`src/rtl/sdram_arb_pkg.sv`:
```
// Shared types and defaults for the SDRAM read/write burst arbiter.
//   arb_state_e : scheduler FSM states
//   grant_e     : which side owned the most recent grant
//   *_DEF       : default widths for address, burst length and FIFO fill count
package sdram_arb_pkg;

  localparam int unsigned ADDR_W_DEF = 24;
  localparam int unsigned LEN_W_DEF  = 10;
  localparam int unsigned USED_W_DEF = 10;

  typedef enum logic [2:0] {
    StIdle,
    StWrReq,
    StWrBusy,
    StRdReq,
    StRdBusy
  } arb_state_e;

  typedef enum logic {
    GntWr = 1'b0,
    GntRd = 1'b1
  } grant_e;

endpackage

```
`src/rtl/sdram_addr_gen.sv`:
```
// Frame pointer for one side (write drain or read refill) of the SDRAM arbiter.
// Ports:
//   clk, rst              : clock, async active-high reset
//   init_done             : low => pointer held at min_addr, bank 0
//   pingpang_en           : two-buffer mode; when low the bank is held at 0
//   min_addr, max_addr    : frame window (min < max)
//   len                   : burst length added after each completed burst
//   load                  : synchronous reload to min_addr, bank 0
//   active                : this side is in its REQ or BUSY state
//   done                  : this side's burst completed this cycle
//   wrap_bank             : bank value taken on a frame wrap (ping-pong mode)
//   addr, bank            : current pointer and bank
//   frame_done            : one-cycle pulse the cycle after a wrapping burst
module sdram_addr_gen #(
  parameter int unsigned ADDR_W = 24,
  parameter int unsigned LEN_W  = 10
) (
  input  logic              clk,
  input  logic              rst,
  input  logic              init_done,
  input  logic              pingpang_en,
  input  logic [ADDR_W-1:0] min_addr,
  input  logic [ADDR_W-1:0] max_addr,
  input  logic [LEN_W-1:0]  len,
  input  logic              load,
  input  logic              active,
  input  logic              done,
  input  logic              wrap_bank,
  output logic [ADDR_W-1:0] addr,
  output logic              bank,
  output logic              frame_done
);

  logic [ADDR_W-1:0] addr_q, addr_d;
  logic              bank_q, bank_d;
  logic              sup_q, sup_d;
  logic              fd_q, fd_d;
  logic [ADDR_W:0]   next_addr;

  // One extra bit so the sum cannot overflow before the wrap compare.
  assign next_addr = {1'b0, addr_q} + (ADDR_W+1)'(len);

  always_comb begin
    addr_d = addr_q;
    bank_d = bank_q;
    sup_d  = sup_q;
    fd_d   = 1'b0;
    if (!init_done) begin
      addr_d = min_addr;
      bank_d = 1'b0;
      sup_d  = 1'b0;
    end else if (load) begin
      addr_d = min_addr;
      bank_d = 1'b0;
      // A burst in flight must not advance the freshly loaded pointer; a
      // burst ending this very cycle leaves nothing to suppress.
      sup_d  = active && !done;
    end else if (done) begin
      sup_d = 1'b0;
      if (!sup_q) begin
        if (next_addr >= {1'b0, max_addr}) begin
          addr_d = min_addr;
          fd_d   = 1'b1;
          bank_d = wrap_bank;
        end else begin
          addr_d = next_addr[ADDR_W-1:0];
        end
      end
    end
    if (!pingpang_en) begin
      bank_d = 1'b0;
    end
  end

  always_ff @(posedge clk or posedge rst) begin
    if (rst) begin
      addr_q <= '0;
      bank_q <= 1'b0;
      sup_q  <= 1'b0;
      fd_q   <= 1'b0;
    end else begin
      addr_q <= addr_d;
      bank_q <= bank_d;
      sup_q  <= sup_d;
      fd_q   <= fd_d;
    end
  end

  assign addr       = addr_q;
  assign bank       = bank_q;
  assign frame_done = fd_q;

endmodule

```
`src/rtl/sdram_rw_arbiter.sv`:
```
// Shares the SDRAM controller command port between the write-FIFO drain and
// the read-FIFO refill. One burst request is outstanding at a time; frame
// pointers advance after each completed burst, and in ping-pong mode the read
// side follows the frame buffer the write side is not filling.
// Ports:
//   clk, rst                    : clock, async active-high reset
//   init_done                   : SDRAM ready; low forces idle and reloads pointers
//   wr_used, rd_used            : FIFO fill counts
//   wr_len, rd_len              : burst lengths
//   wr/rd_min_addr, _max_addr   : frame windows
//   wr_load, rd_load            : pointer reload strobes
//   read_valid, pingpang_en     : read enable, two-buffer mode
//   cmd_wr_req, cmd_rd_req      : registered burst requests
//   cmd_addr, cmd_ba, cmd_len   : request attributes, stable while requesting
//   cmd_ack, cmd_done           : controller handshake strobes
//   wr_frame_done, rd_frame_done: frame wrap pulses
module sdram_rw_arbiter
  import sdram_arb_pkg::*;
#(
  parameter int unsigned ADDR_W = ADDR_W_DEF,
  parameter int unsigned LEN_W  = LEN_W_DEF,
  parameter int unsigned USED_W = USED_W_DEF
) (
  input  logic              clk,
  input  logic              rst,
  input  logic              init_done,
  input  logic [USED_W-1:0] wr_used,
  input  logic [USED_W-1:0] rd_used,
  input  logic [LEN_W-1:0]  wr_len,
  input  logic [LEN_W-1:0]  rd_len,
  input  logic [ADDR_W-1:0] wr_min_addr,
  input  logic [ADDR_W-1:0] wr_max_addr,
  input  logic [ADDR_W-1:0] rd_min_addr,
  input  logic [ADDR_W-1:0] rd_max_addr,
  input  logic              wr_load,
  input  logic              rd_load,
  input  logic              read_valid,
  input  logic              pingpang_en,
  output logic              cmd_wr_req,
  output logic              cmd_rd_req,
  output logic [ADDR_W-1:0] cmd_addr,
  output logic [1:0]        cmd_ba,
  output logic [LEN_W-1:0]  cmd_len,
  input  logic              cmd_ack,
  input  logic              cmd_done,
  output logic              wr_frame_done,
  output logic              rd_frame_done
);

  localparam int unsigned CmpW = (USED_W > LEN_W) ? USED_W : LEN_W;

  arb_state_e        state_q, state_d;
  grant_e            last_grant_q, last_grant_d;
  logic              cmd_wr_req_q, cmd_wr_req_d;
  logic              cmd_rd_req_q, cmd_rd_req_d;
  logic [ADDR_W-1:0] cmd_addr_q, cmd_addr_d;
  logic [1:0]        cmd_ba_q, cmd_ba_d;
  logic [LEN_W-1:0]  cmd_len_q, cmd_len_d;

  logic [ADDR_W-1:0] wr_addr, rd_addr;
  logic              wr_bank, rd_bank;
  logic              wr_elig, rd_elig;
  logic              wr_active, rd_active;
  logic              wr_done, rd_done;

  assign wr_elig   = CmpW'(wr_used) >= CmpW'(wr_len);
  assign rd_elig   = read_valid && (CmpW'(rd_used) < CmpW'(rd_len));
  assign wr_active = (state_q == StWrReq) || (state_q == StWrBusy);
  assign rd_active = (state_q == StRdReq) || (state_q == StRdBusy);
  assign wr_done   = (state_q == StWrBusy) && cmd_done;
  assign rd_done   = (state_q == StRdBusy) && cmd_done;

  always_comb begin
    state_d      = state_q;
    last_grant_d = last_grant_q;
    cmd_wr_req_d = cmd_wr_req_q;
    cmd_rd_req_d = cmd_rd_req_q;
    cmd_addr_d   = cmd_addr_q;
    cmd_ba_d     = cmd_ba_q;
    cmd_len_d    = cmd_len_q;
    unique case (state_q)
      StIdle: begin
        // On a tie the side not granted last wins.
        if (wr_elig && (!rd_elig || (last_grant_q == GntRd))) begin
          state_d      = StWrReq;
          last_grant_d = GntWr;
          cmd_wr_req_d = 1'b1;
          cmd_addr_d   = wr_addr;
          cmd_ba_d     = {1'b0, wr_bank};
          cmd_len_d    = wr_len;
        end else if (rd_elig) begin
          state_d      = StRdReq;
          last_grant_d = GntRd;
          cmd_rd_req_d = 1'b1;
          cmd_addr_d   = rd_addr;
          cmd_ba_d     = {1'b0, rd_bank};
          cmd_len_d    = rd_len;
        end
      end
      StWrReq: begin
        if (cmd_ack) begin
          state_d      = StWrBusy;
          cmd_wr_req_d = 1'b0;
        end
      end
      StRdReq: begin
        if (cmd_ack) begin
          state_d      = StRdBusy;
          cmd_rd_req_d = 1'b0;
        end
      end
      StWrBusy, StRdBusy: begin
        if (cmd_done) begin
          state_d = StIdle;
        end
      end
      default: state_d = StIdle;
    endcase
    if (!init_done) begin
      state_d      = StIdle;
      cmd_wr_req_d = 1'b0;
      cmd_rd_req_d = 1'b0;
    end
  end

  always_ff @(posedge clk or posedge rst) begin
    if (rst) begin
      state_q      <= StIdle;
      last_grant_q <= GntRd;
      cmd_wr_req_q <= 1'b0;
      cmd_rd_req_q <= 1'b0;
      cmd_addr_q   <= '0;
      cmd_ba_q     <= '0;
      cmd_len_q    <= '0;
    end else begin
      state_q      <= state_d;
      last_grant_q <= last_grant_d;
      cmd_wr_req_q <= cmd_wr_req_d;
      cmd_rd_req_q <= cmd_rd_req_d;
      cmd_addr_q   <= cmd_addr_d;
      cmd_ba_q     <= cmd_ba_d;
      cmd_len_q    <= cmd_len_d;
    end
  end

  assign cmd_wr_req = cmd_wr_req_q;
  assign cmd_rd_req = cmd_rd_req_q;
  assign cmd_addr   = cmd_addr_q;
  assign cmd_ba     = cmd_ba_q;
  assign cmd_len    = cmd_len_q;

  // Both sides take ~wr_bank on a wrap: the writer flips buffers, and the
  // reader lands on the frame the writer most recently completed.
  sdram_addr_gen #(
    .ADDR_W (ADDR_W),
    .LEN_W  (LEN_W)
  ) u_wr_gen (
    .clk         (clk),
    .rst         (rst),
    .init_done   (init_done),
    .pingpang_en (pingpang_en),
    .min_addr    (wr_min_addr),
    .max_addr    (wr_max_addr),
    .len         (wr_len),
    .load        (wr_load),
    .active      (wr_active),
    .done        (wr_done),
    .wrap_bank   (~wr_bank),
    .addr        (wr_addr),
    .bank        (wr_bank),
    .frame_done  (wr_frame_done)
  );

  sdram_addr_gen #(
    .ADDR_W (ADDR_W),
    .LEN_W  (LEN_W)
  ) u_rd_gen (
    .clk         (clk),
    .rst         (rst),
    .init_done   (init_done),
    .pingpang_en (pingpang_en),
    .min_addr    (rd_min_addr),
    .max_addr    (rd_max_addr),
    .len         (rd_len),
    .load        (rd_load),
    .active      (rd_active),
    .done        (rd_done),
    .wrap_bank   (~wr_bank),
    .addr        (rd_addr),
    .bank        (rd_bank),
    .frame_done  (rd_frame_done)
  );

endmodule

```
`config.mk`:
```
export PLATFORM = sky130hd
export DESIGN_NAME = sdram_rw_arbiter
export DESIGN_NICKNAME = d
export VERILOG_FILES = /design/src/rtl/sdram_arb_pkg.sv /design/src/rtl/sdram_addr_gen.sv /design/src/rtl/sdram_rw_arbiter.sv
export SDC_FILE = /design/constraint.sdc
export NUM_CORES = 1
export LEC_CHECK = 0
export ABC_AREA = 0
export BUFFER_PORTS_ARGS = -buffer_cell sky130_fd_sc_hd__buf_4
export CORE_MARGIN = 1
export CORE_UTILIZATION = 55
export CTS_CLUSTER_DIAMETER = 150
export DETAILED_ROUTE_END_ITERATION = 8
export PLACE_DENSITY = 0.88
export SKIP_LAST_GASP = 1
export SLEW_MARGIN = 20
export SYNTH_ARGS = -nofsm -noshare
export SYNTH_HDL_FRONTEND = slang
export SYNTH_SLANG_ARGS = --single-unit
```
`constraint.sdc`:
```
create_clock -name clk -period 5.5 [get_ports clk]
set_clock_uncertainty 0.1 [all_clocks]
set_input_delay 1.1 -clock clk [delete_from_list [all_inputs] [get_ports clk]]
set_output_delay 1.1 -clock clk [all_outputs]
set_load 0.03 [all_outputs]
```
## After elaboration in Yosys (flattened, before gate mapping)

Cells that the tools add are included.

| storage, ports and cells | value |
|---|---|
| register bits after elaboration | 96 |
| output and inout bits | 40 |
| logic and storage cells | 128 |

| cells by class | value |
|---|---|
| $add $sub $neg | 2 |
| magnitude comparators | 4 |
| eq/ne operators | 23 |
| multiplexer cells | 60 |
| bitwise operators | 1 |
| reductions and logical operators | 23 |

Operators with widths:

| operator | number |
|---|---|
| 24-bit two-way mux | 12 |
| 24-bit by 10-bit adder with 25-bit output | 2 |
| 25-bit by 24-bit greater-or-equal comparator with 1-bit output | 2 |
| 1-bit two-way mux | 35 |
| 3-bit != test, second input constant | 8 |
| 10-bit two-way mux | 2 |
| 3-bit two-way mux | 6 |
| 4-bit by 3-bit != test with 1-bit output, second input constant | 4 |
| 3-bit by 1-bit != test with 1-bit output, second input constant | 4 |
| 4-bit != test, second input constant | 3 |
| 3-bit case mux with 4 select lines | 1 |
| 10-bit greater-or-equal comparator | 1 |
| 10-bit less-than comparator | 1 |
| 3-bit AND reduction | 3 |
| 4-bit AND reduction | 2 |
| 3-bit by 2-bit equality test with 1-bit output, second input constant | 2 |
| 1-bit logical AND | 6 |
| 2-bit AND reduction | 3 |
| 2-bit two-way mux | 2 |
| 1-bit case mux with 2 select lines | 2 |
| 3-bit by 1-bit equality test with 1-bit output, second input constant | 1 |
| 3-bit equality test, second input constant | 1 |
| 1-bit zero test | 3 |
| 3-bit zero test | 1 |
| other kinds (4) | 6 |

## Longest topological paths before layout

Gate-level depths: netlist (run 1).

| logic depth | value |
|---|---|
| depth after elaboration | 8 |
| gate-level depth with buffers | 19 |

## Modules after synthesis

From an unflattened synthesis (run 1), not the netlist that was laid out.

| second synthesis, totals | value |
|---|---|
| cell total of the unflattened synthesis | 939 |
| area total of the unflattened synthesis | 8013.9 um2 |

By module, submodules not included:

| module | times used | cells an instance | area an instance (um2) |
|---|---|---|---|
| sdram_addr_gen (u_rd_gen) | 1 | 323 | 2771.4 |
| sdram_addr_gen (u_wr_gen) | 1 | 346 | 2733.9 |
| sdram_rw_arbiter | 1 | 270 | 2508.7 |

## Least setup slack after synthesis (run 1)

OpenSTA, ideal clock, no wires.

| timing | value |
|---|---|
| kind | input to register |
| start | in rd_len[0] |
| end | reg u_rd_gen.addr_q[11] (netlist: u_rd_gen.addr[11]) |
| data arrival time | 4.839 ns |
| required time | 5.274 ns |
| path slack | 0.435 ns |
| stages | 17 |
| cells stage by stage | ha_1 > fa_1 > a211oi_1 > o21ai_1 > a31oi_1 > nor2_1 > and3_1 > xnor2_1 > ha_1 > a2111oi_0 > o21ai_1 > o22ai_1 > nand2_1 > o21ai_1 > a21oi_2 > buf_2 > a221o_1 |

| between the ends | value |
|---|---|
| cells in the longest elaborated chain, start to end | 7 |

RTL lines:

| what | line | text |
|---|---|---|
| start, declared | sdram_rw_arbiter.sv:30 | `input logic [LEN_W-1:0] rd_len,` |
| 24-bit by 10-bit adder with 25-bit output (*) | sdram_addr_gen.sv:41 | `assign next_addr = {1'b0, addr_q} + (ADDR_W+1)'(len);` |
| 25-bit by 24-bit greater-or-equal comparator with 1-bit output | sdram_addr_gen.sv:61 | `if (next_addr >= {1'b0, max_addr}) begin` |
| 24-bit two-way mux (*) | sdram_addr_gen.sv:61 |  |
| 24-bit two-way mux (*) | sdram_addr_gen.sv:60 | `if (!sup_q) begin` |
| 24-bit two-way mux (*) | sdram_addr_gen.sv:58 | `end else if (done) begin` |
| 24-bit two-way mux (*) | sdram_addr_gen.sv:52 | `end else if (load) begin` |
| 24-bit two-way mux (*) | sdram_addr_gen.sv:48 | `if (!init_done) begin` |
| end signal, assigned | sdram_addr_gen.sv:82 | `addr_q <= addr_d;` |
| end, declared | sdram_addr_gen.sv:34 | `logic [ADDR_W-1:0] addr_q, addr_d;` |

Every way passes the cells marked *; elsewhere a longest branch is shown, timed or not. The select of a mux whose other input is x is not followed.
A chain may end at the register's enable or synchronous reset.

## Final worst setup path (run 1)

| timing | value |
|---|---|
| start | in rd_len[2] |
| end | reg u_rd_gen.addr_q[3] (netlist: u_rd_gen.addr[3]) |

The elaborated chain is that of the path after synthesis.

==> results.toml, run 1 <==
[place]
placed_area_um2 = 9410
gp_congestion = 0.895
place_hpwl_mm = 18.1
io_buffers = 183

[yosys]
synthesis.instances = 948
async_flop_share_pct = 100
ys_seq_area_share_pct = 30.5
ys_warn_count = 0
synth.top_cells.by_area = "dfrtp_1 (30%), ha_1 (14%), nand2_1 (6.2%), o21ai_0 (4.1%), xnor2_1 (4.0%)"
synth_ff_type = "dfrtp_1"
synth_top_area_share_pct = 30.1
synth_edf_count = 0
ys_ff_latch = 95
synth.largest_area_cell = "dfrtp_1"
syn_avg_cell_area_um2 = 8.24
syn-num-nets = 1182
synth.distinct_cells = 67
synthesis.area_um2 = 7810

[cts]
cts_hold_buf = 0
cts_tree = "yes"
clkSlewWorstSetupHoldPaths_ns = 0.07
clock-sinks = 95
clk_latency_ns = 0.35
htree_levels = 3
cts-resized-gates = 0
cts-root-buf = "clkbuf_16"
cts_buffer_depth = 2
cts_inserted_buffers = 9
cts_setup_buffers = 0

[detailed_routing]
vias_per_cell = 6.07
vias = 7932
wirelength_mm = 23.7
drt_iter0_markers = 615
wire_per_inst_um = 18.2
drcViolationCount = 0
firstDrtPassIters = 6
antenna_left = 0

[critical_path]
crit_path_end = "u_rd_gen.addr[3]"
end_kind = "register"
r2r-start = "u_rd_gen.addr[2]"
critical_path_class = "in -> reg"
critical_path_depth = 19
startpoint = "rd_len[2]"
r2r_end = "u_rd_gen.addr[3]"
crit_buf_inv = 2
r2r_cells = 18
crit_family = "compound AO/OA/AOI/OAI gates"
cp_cell_sequence = "buf_4 -> ha_1 -> o21ai_0 -> o21ai_0 -> a21o_1 -> a21o_1 -> and2_1 -> nand4_1 -> xnor2_1 -> ha_1 -> a2111oi_0 -> o21ai_1 -> o22ai_1 -> o21ai_0 -> o21a_1 -> buf_4 -> nor3_2 -> a22oi_1 -> o21ai_0"
arrival_ns = 5.36
slowest_stage = "nor3_2"
cp_common_cell = "o21ai_0"
cp.required_ns = 5.67
critPathMaxFanout = 8
reg2reg_slack_ns = 0.72
cp-start-kind = "input pin"
cp_slowest_stage_delay_ns = 0.50

[final_layout]
finalNetCount = 1355
post_route_cells_drive_above_1_share_pct = 21.5
num_antenna_cells = 0
final_core_util_pct = 70.4
areaGrowthSynthToFinish_pct = 25.1
design_area_um2 = 9770

[floorplan]
die_h_um = 121
start_util_pct = 56.3
fp.coreArea_um2 = 13900
num_io_pins = 185
row_count = 43
dieWidth_um = 121
dieArea_um2 = 14700

[min_path]
hold_class = "reg -> reg"

[timing]
slew_viol_final = 0
rsz0062_at_grt = "false"
min_period_ns = 5.19
relSlewSlack_pct = 34.7
hold_violations = 0
setup_viol = 0
fin_setup_tns_ns = 0
timing.final.crit_share_pct = 94.4
clock.fmax_ghz = 0.193
tightest_slew_ns = 0.976

[power]
power.leakage_nw = 4.88
p_int_w = 0.00200
combPwrFrac_pct = 46.9
p_sw_share_pct = 42.2
power.share.sequential_pct = 31.5
p_switching_w = 0.00146
ir_worst_vdd_v = 0.000206
p_clk_share_pct = 21.5
total_power_w = 0.00346
powerDensity_nw_per_um2 = 354

[run]
maxCapViolations = 0

[global_route]
first_global_vias = 7592
grt_start_max_net_pins = 71
track_usage_pct = 33.1
grt_antenna_before_repair = 0
grt_pass1_wl_mm = 37.6
overflow = 0

[status]
status = "finished clean"
-- worst reg2reg max path, cell delays in order (launching register included) --
cell,delay [ns]
dfrtp_1,0.44
ha_1,0.41
o21ai_0,0.13
o21ai_0,0.32
a21o_1,0.19
a21o_1,0.18
and2_1,0.29
nand4_1,0.20
xnor2_1,0.21
ha_1,0.21
a2111oi_0,0.37
o21ai_1,0.11
o22ai_1,0.18
o21ai_0,0.16
o21a_1,0.16
buf_4,0.16
nor3_2,0.50
a22oi_1,0.17
o21ai_0,0.21
-- cells in the final DEF (no fill, tap or decap), drive strengths merged, types with 29 or more instances in the layout --
cell type	synthesis	final
a21oi	50	50
buf	16	204
dfrtp	94	94
ha	87	87
inv	82	84
nand2	130	130
nand3	37	37
nor2	49	49
nor3	29	29
o211ai	30	30
o21ai	73	73
xnor2	36	36
-- worst min path at each step --
stage / from / endpoint / slack (ns) / cells after the start
after floorplan: u_rd_gen.addr[0] / u_rd_gen.addr[0] / 0.36 / 2
after detailed placement: cmd_len[4] / cmd_len[4] / 0.37 / 2
after global placement: cmd_addr[6] / cmd_addr[6] / 0.36 / 2
after global routing: cmd_len[3] / cmd_len[3] / 0.40 / 2
after CTS: cmd_len[4] / cmd_len[4] / 0.39 / 2
final: cmd_addr[7] / cmd_addr[7] / 0.39 / 2
-- cells by family (layout without fill, tap and decap cells) --
family | count (synthesis) | in the layout | share of synthesized area (%)
compound gates | 253 | 253 | 21.1
xor+xnor | 44 | 44 | 4.93
fa+ha+maj | 89 | 89 | 14.5
buf+inv | 124 | 302 | 6.44
flops | 95 | 95 | 30.5
mux | 27 | 27 | 3.46
other cells | 1 | 1 | 0.0480
simple gates | 315 | 315 | 19.1
-- Yosys cell counts (10+ instances only) --
master	instances
nand2_1	129
nand4_1	16
nor3_1	27
o21ai_0	64
and2_1	17
and3_1	10
o211ai_1	30
nand3_1	36
a21oi_1	48
mux2i_1	27
a21o_1	11
a22oi_1	12
nor2_1	47
a31oi_1	10
inv_1	82
a211oi_1	12
clkbuf_1	26
xnor2_1	36
dfrtp_1	94
ha_1	87
-- final cells by class --
type	instances	area, µm²
fill	1068	4110
clock buffer	10	229
timing repair buffer	204	1540
multi-input combinational	729	4970
tap	180	225
clock inverter	6	115
sequential	95	2380
inverter	82	310
-- sequential cells by signal (all words and copies together) (netlist names), 3 cells and up --
| signal | cells |
|---|---|
| cmd_addr | 24 |
| u_wr_gen.addr | 24 |
| state_q | 3 |
| u_rd_gen.addr | 24 |
| cmd_len | 10 |
-- stage by stage --
stage / worst slack (ns) / hold slack, ns / std cells
floorplan: 0.435 / 0.365 / 948
global placement: 0.215 / 0.365 / 1290
detailed placement: 0.0836 / 0.372 / 1290
CTS: 0.416 / 0.387 / 1306
global route: 0.0242 / 0.401 / 1306
finish: 0.306 / 0.386 / 1306
-- power by group through the flow --
stage,registers [W],logic (W),clock network [W]
2_1_floorplan,0.00126,0.000851,0
3_3_place_gp,0.00109,0.00154,0
3_5_place_dp,0.00109,0.00159,0
4_1_cts,0.00108,0.00161,0.000735
5_1_grt,0.00111,0.00178,0.000767
6_report,0.00109,0.00162,0.000744
-- routing by layer --
layer	vias up	track usage (%)	routed length (µm)
met5	-	0	0
met4	0	15.5	813
met3	68	4.61	1990
met2	409	55.4	11300
met1	3728	42.2	9640
li1	3727	-	-
(Power assumes the default switching activity.)
==> inputs of run 2 (changes only) <==
--- a/config.mk
+++ b/config.mk
@@ -8,10 +8,10 @@
 export ABC_AREA = 0
 export BUFFER_PORTS_ARGS = -buffer_cell sky130_fd_sc_hd__buf_4
 export CORE_MARGIN = 1
-export CORE_UTILIZATION = 55
+export CORE_UTILIZATION = 60
 export CTS_CLUSTER_DIAMETER = 150
 export DETAILED_ROUTE_END_ITERATION = 8
-export PLACE_DENSITY = 0.88
+export PLACE_DENSITY = 0.94
 export SKIP_LAST_GASP = 1
 export SLEW_MARGIN = 20
 export SYNTH_ARGS = -nofsm -noshare
==> constraint.sdc (replaced) <==
create_clock -name clk -period 6.18 [get_ports clk]
set_clock_uncertainty 0.1 [all_clocks]
set_input_delay 1.236 -clock clk [delete_from_list [all_inputs] [get_ports clk]]
set_output_delay 1.236 -clock clk [all_outputs]
set_load 0.03 [all_outputs]
==> run 2 against run 1 <==
Critical path depth down 3; worst hold slack better by 0.00076 ns; sequential cell count unchanged; sequential share of layout area up 0.40 points; non-clock buffer count down 10; clock power down 25%; sequential power down 10%; via count down 0.14%; die area down 8.2%; combinational power down 12%; critical endpoint is now u_wr_gen.addr[12]; largest power group unchanged.
==> results.toml, run 2 (synthesis results as in run 1) <==
[status]
status = "finished clean"

[run]
maxCapViolations = 0

[power]
p_sw_share_pct = 44.2
ir_worst_vdd_v = 0.000145
p_clk_share_pct = 18.9
p_int_w = 0.00165
combPwrFrac_pct = 48.0
p_switching_w = 0.00131
power.share.sequential_pct = 33.0
powerDensity_nw_per_um2 = 308
power.leakage_nw = 4.81

[timing]
relSlewSlack_pct = 32.7
tightest_slew_ns = 1.01
fin_setup_tns_ns = 0
timing.final.crit_share_pct = 88.1
setup_viol = 0
min_period_ns = 5.44
clock.fmax_ghz = 0.184
rsz0062_at_grt = "false"
hold_violations = 0
slew_viol_final = 0

[cts]
cts-resized-gates = 0
clock-sinks = 95
cts_hold_buf = 0
cts-root-buf = "clkbuf_16"
cts_setup_buffers = 0
clk_latency_ns = 0.35
cts_buffer_depth = 2
cts_inserted_buffers = 9
clkSlewWorstSetupHoldPaths_ns = 0.07
htree_levels = 3
cts_tree = "yes"

[global_route]
first_global_vias = 7369
grt_pass1_wl_mm = 36.4
grt_antenna_before_repair = 0
overflow = 0
track_usage_pct = 35.2
grt_start_max_net_pins = 76

[floorplan]
dieArea_um2 = 13500
start_util_pct = 61.6
num_io_pins = 185
row_count = 41
fp.coreArea_um2 = 12700
dieWidth_um = 116
die_h_um = 116

[critical_path]
critPathMaxFanout = 17
slowest_stage = "a311oi_1"
cp_cell_sequence = "buf_4 -> ha_1 -> o21ai_0 -> o21bai_1 -> o311ai_1 -> a21oi_2 -> nand4_1 -> xnor2_1 -> ha_1 -> nand4_1 -> nor3_1 -> o221ai_1 -> a311oi_1 -> or3_1 -> nor2_4 -> a221o_1"
cp-start-kind = "input pin"
r2r_cells = 15
cp.required_ns = 6.31
cp_slowest_stage_delay_ns = 0.48
end_kind = "register"
critical_path_class = "in -> reg"
arrival_ns = 5.58

[detailed_routing]
firstDrtPassIters = 5
vias = 7921
wirelength_mm = 23.3
drcViolationCount = 0
vias_per_cell = 6.15
drt_iter0_markers = 584
antenna_left = 0
wire_per_inst_um = 18.1

[min_path]
hold_class = "reg -> reg"
hold-path-cell-count = 2

[final_layout]
post_route_cells_drive_above_1_share_pct = 20.7
finalNetCount = 1345
design_area_um2 = 9610
areaGrowthSynthToFinish_pct = 23.1
final_common_cell = "buf_4"
mostFrequentLayoutCells = "buf_4 (194), nand2_1 (128), dfrtp_1 (94), ha_1 (87), inv_1 (81)"
num_antenna_cells = 0
finalNonFillerCells = 1288

[place]
place_hpwl_mm = 18.3
gp_congestion = 1.00
io_buffers = 183
placed_area_um2 = 9310
dp_cells = 1272
## run 2: cell types whose count changed in the layout (fill, tap and decap cells not counted), sizes merged
cell    change
clkbuf      -1
bufinv      -3
inv         +1
buf        -10
clkinv      +3
## run 2: critical path: cells and delay by family
family                     cells  cell delay, ns
and+or+nand+nor                5            1.22
buffers and inverters          1            0.12
adders and majority gates      2            0.67
xor gates and xnor gates       1            0.19
AOI/OAI and AO/OA              7            2.14
## run 2: area by class of cell
class / count / area, µm²
Multi-Input combinational cell: 729 / 4950
Fill cell: 935 / 3060
Sequential cell: 95 / 2380
Timing Repair Buffer: 194 / 1460
Inverter: 82 / 309
Clock buffer: 9 / 225
Tap cell: 172 / 215
Clock inverter: 7 / 72.6
## run 2: worst paths after layout
| check | slack, ns | startpoint | end |
|---|---|---|---|
| worst min register to register | 0.39 | cmd_len[2] | cmd_len[2] |
| min in group asynchronous | 0.75 | rst | cmd_addr[15] |
| worst max register to register | 1.24 | u_wr_gen.addr[6] | u_wr_gen.addr[12] |
| worst max-delay path | 0.74 | wr_len[6] | u_wr_gen.addr[12] |
| max in group asynchronous | 3.93 | rst | cmd_addr[5] |
| worst min-delay path | 0.39 | cmd_len[2] | cmd_len[2] |
## run 2: power by group through the flow
| stage | logic [W] | clock network (W) | registers, W |
|---|---|---|---|
| finish | 0.00142 | 0.000561 | 0.000979 |
| global route | 0.00155 | 0.000590 | 0.000993 |
| CTS | 0.00141 | 0.000563 | 0.000971 |
| detailed placement | 0.00140 | 0 | 0.000982 |
| global placement | 0.00136 | 0 | 0.000975 |
| floorplan | 0.000757 | 0 | 0.00112 |
## run 2: per-stage QoR
stage	power (W)	setup slack [ns]	util, %	hold slack (ns)
6_report	0.00296	0.737	75.9	0.386
4_1_cts	0.00294	0.876	75.8	0.390
3_3_place_gp	0.00233	0.631	73.5	0.362
3_5_place_dp	0.00238	0.545	73.5	0.374
5_1_grt	0.00314	0.441	75.9	0.417
2_1_floorplan	0.00188	0.979	-	0.365
## run 2: metal layers
layer | global-route usage, % | vias up | wire, µm
met5 | 0 | - | 0
met4 | 14.6 | 0 | 672
met3 | 7.47 | 57 | 2330
met2 | 58.2 | 460 | 10900
met1 | 44.9 | 3684 | 9400
li1 | - | 3720 | -
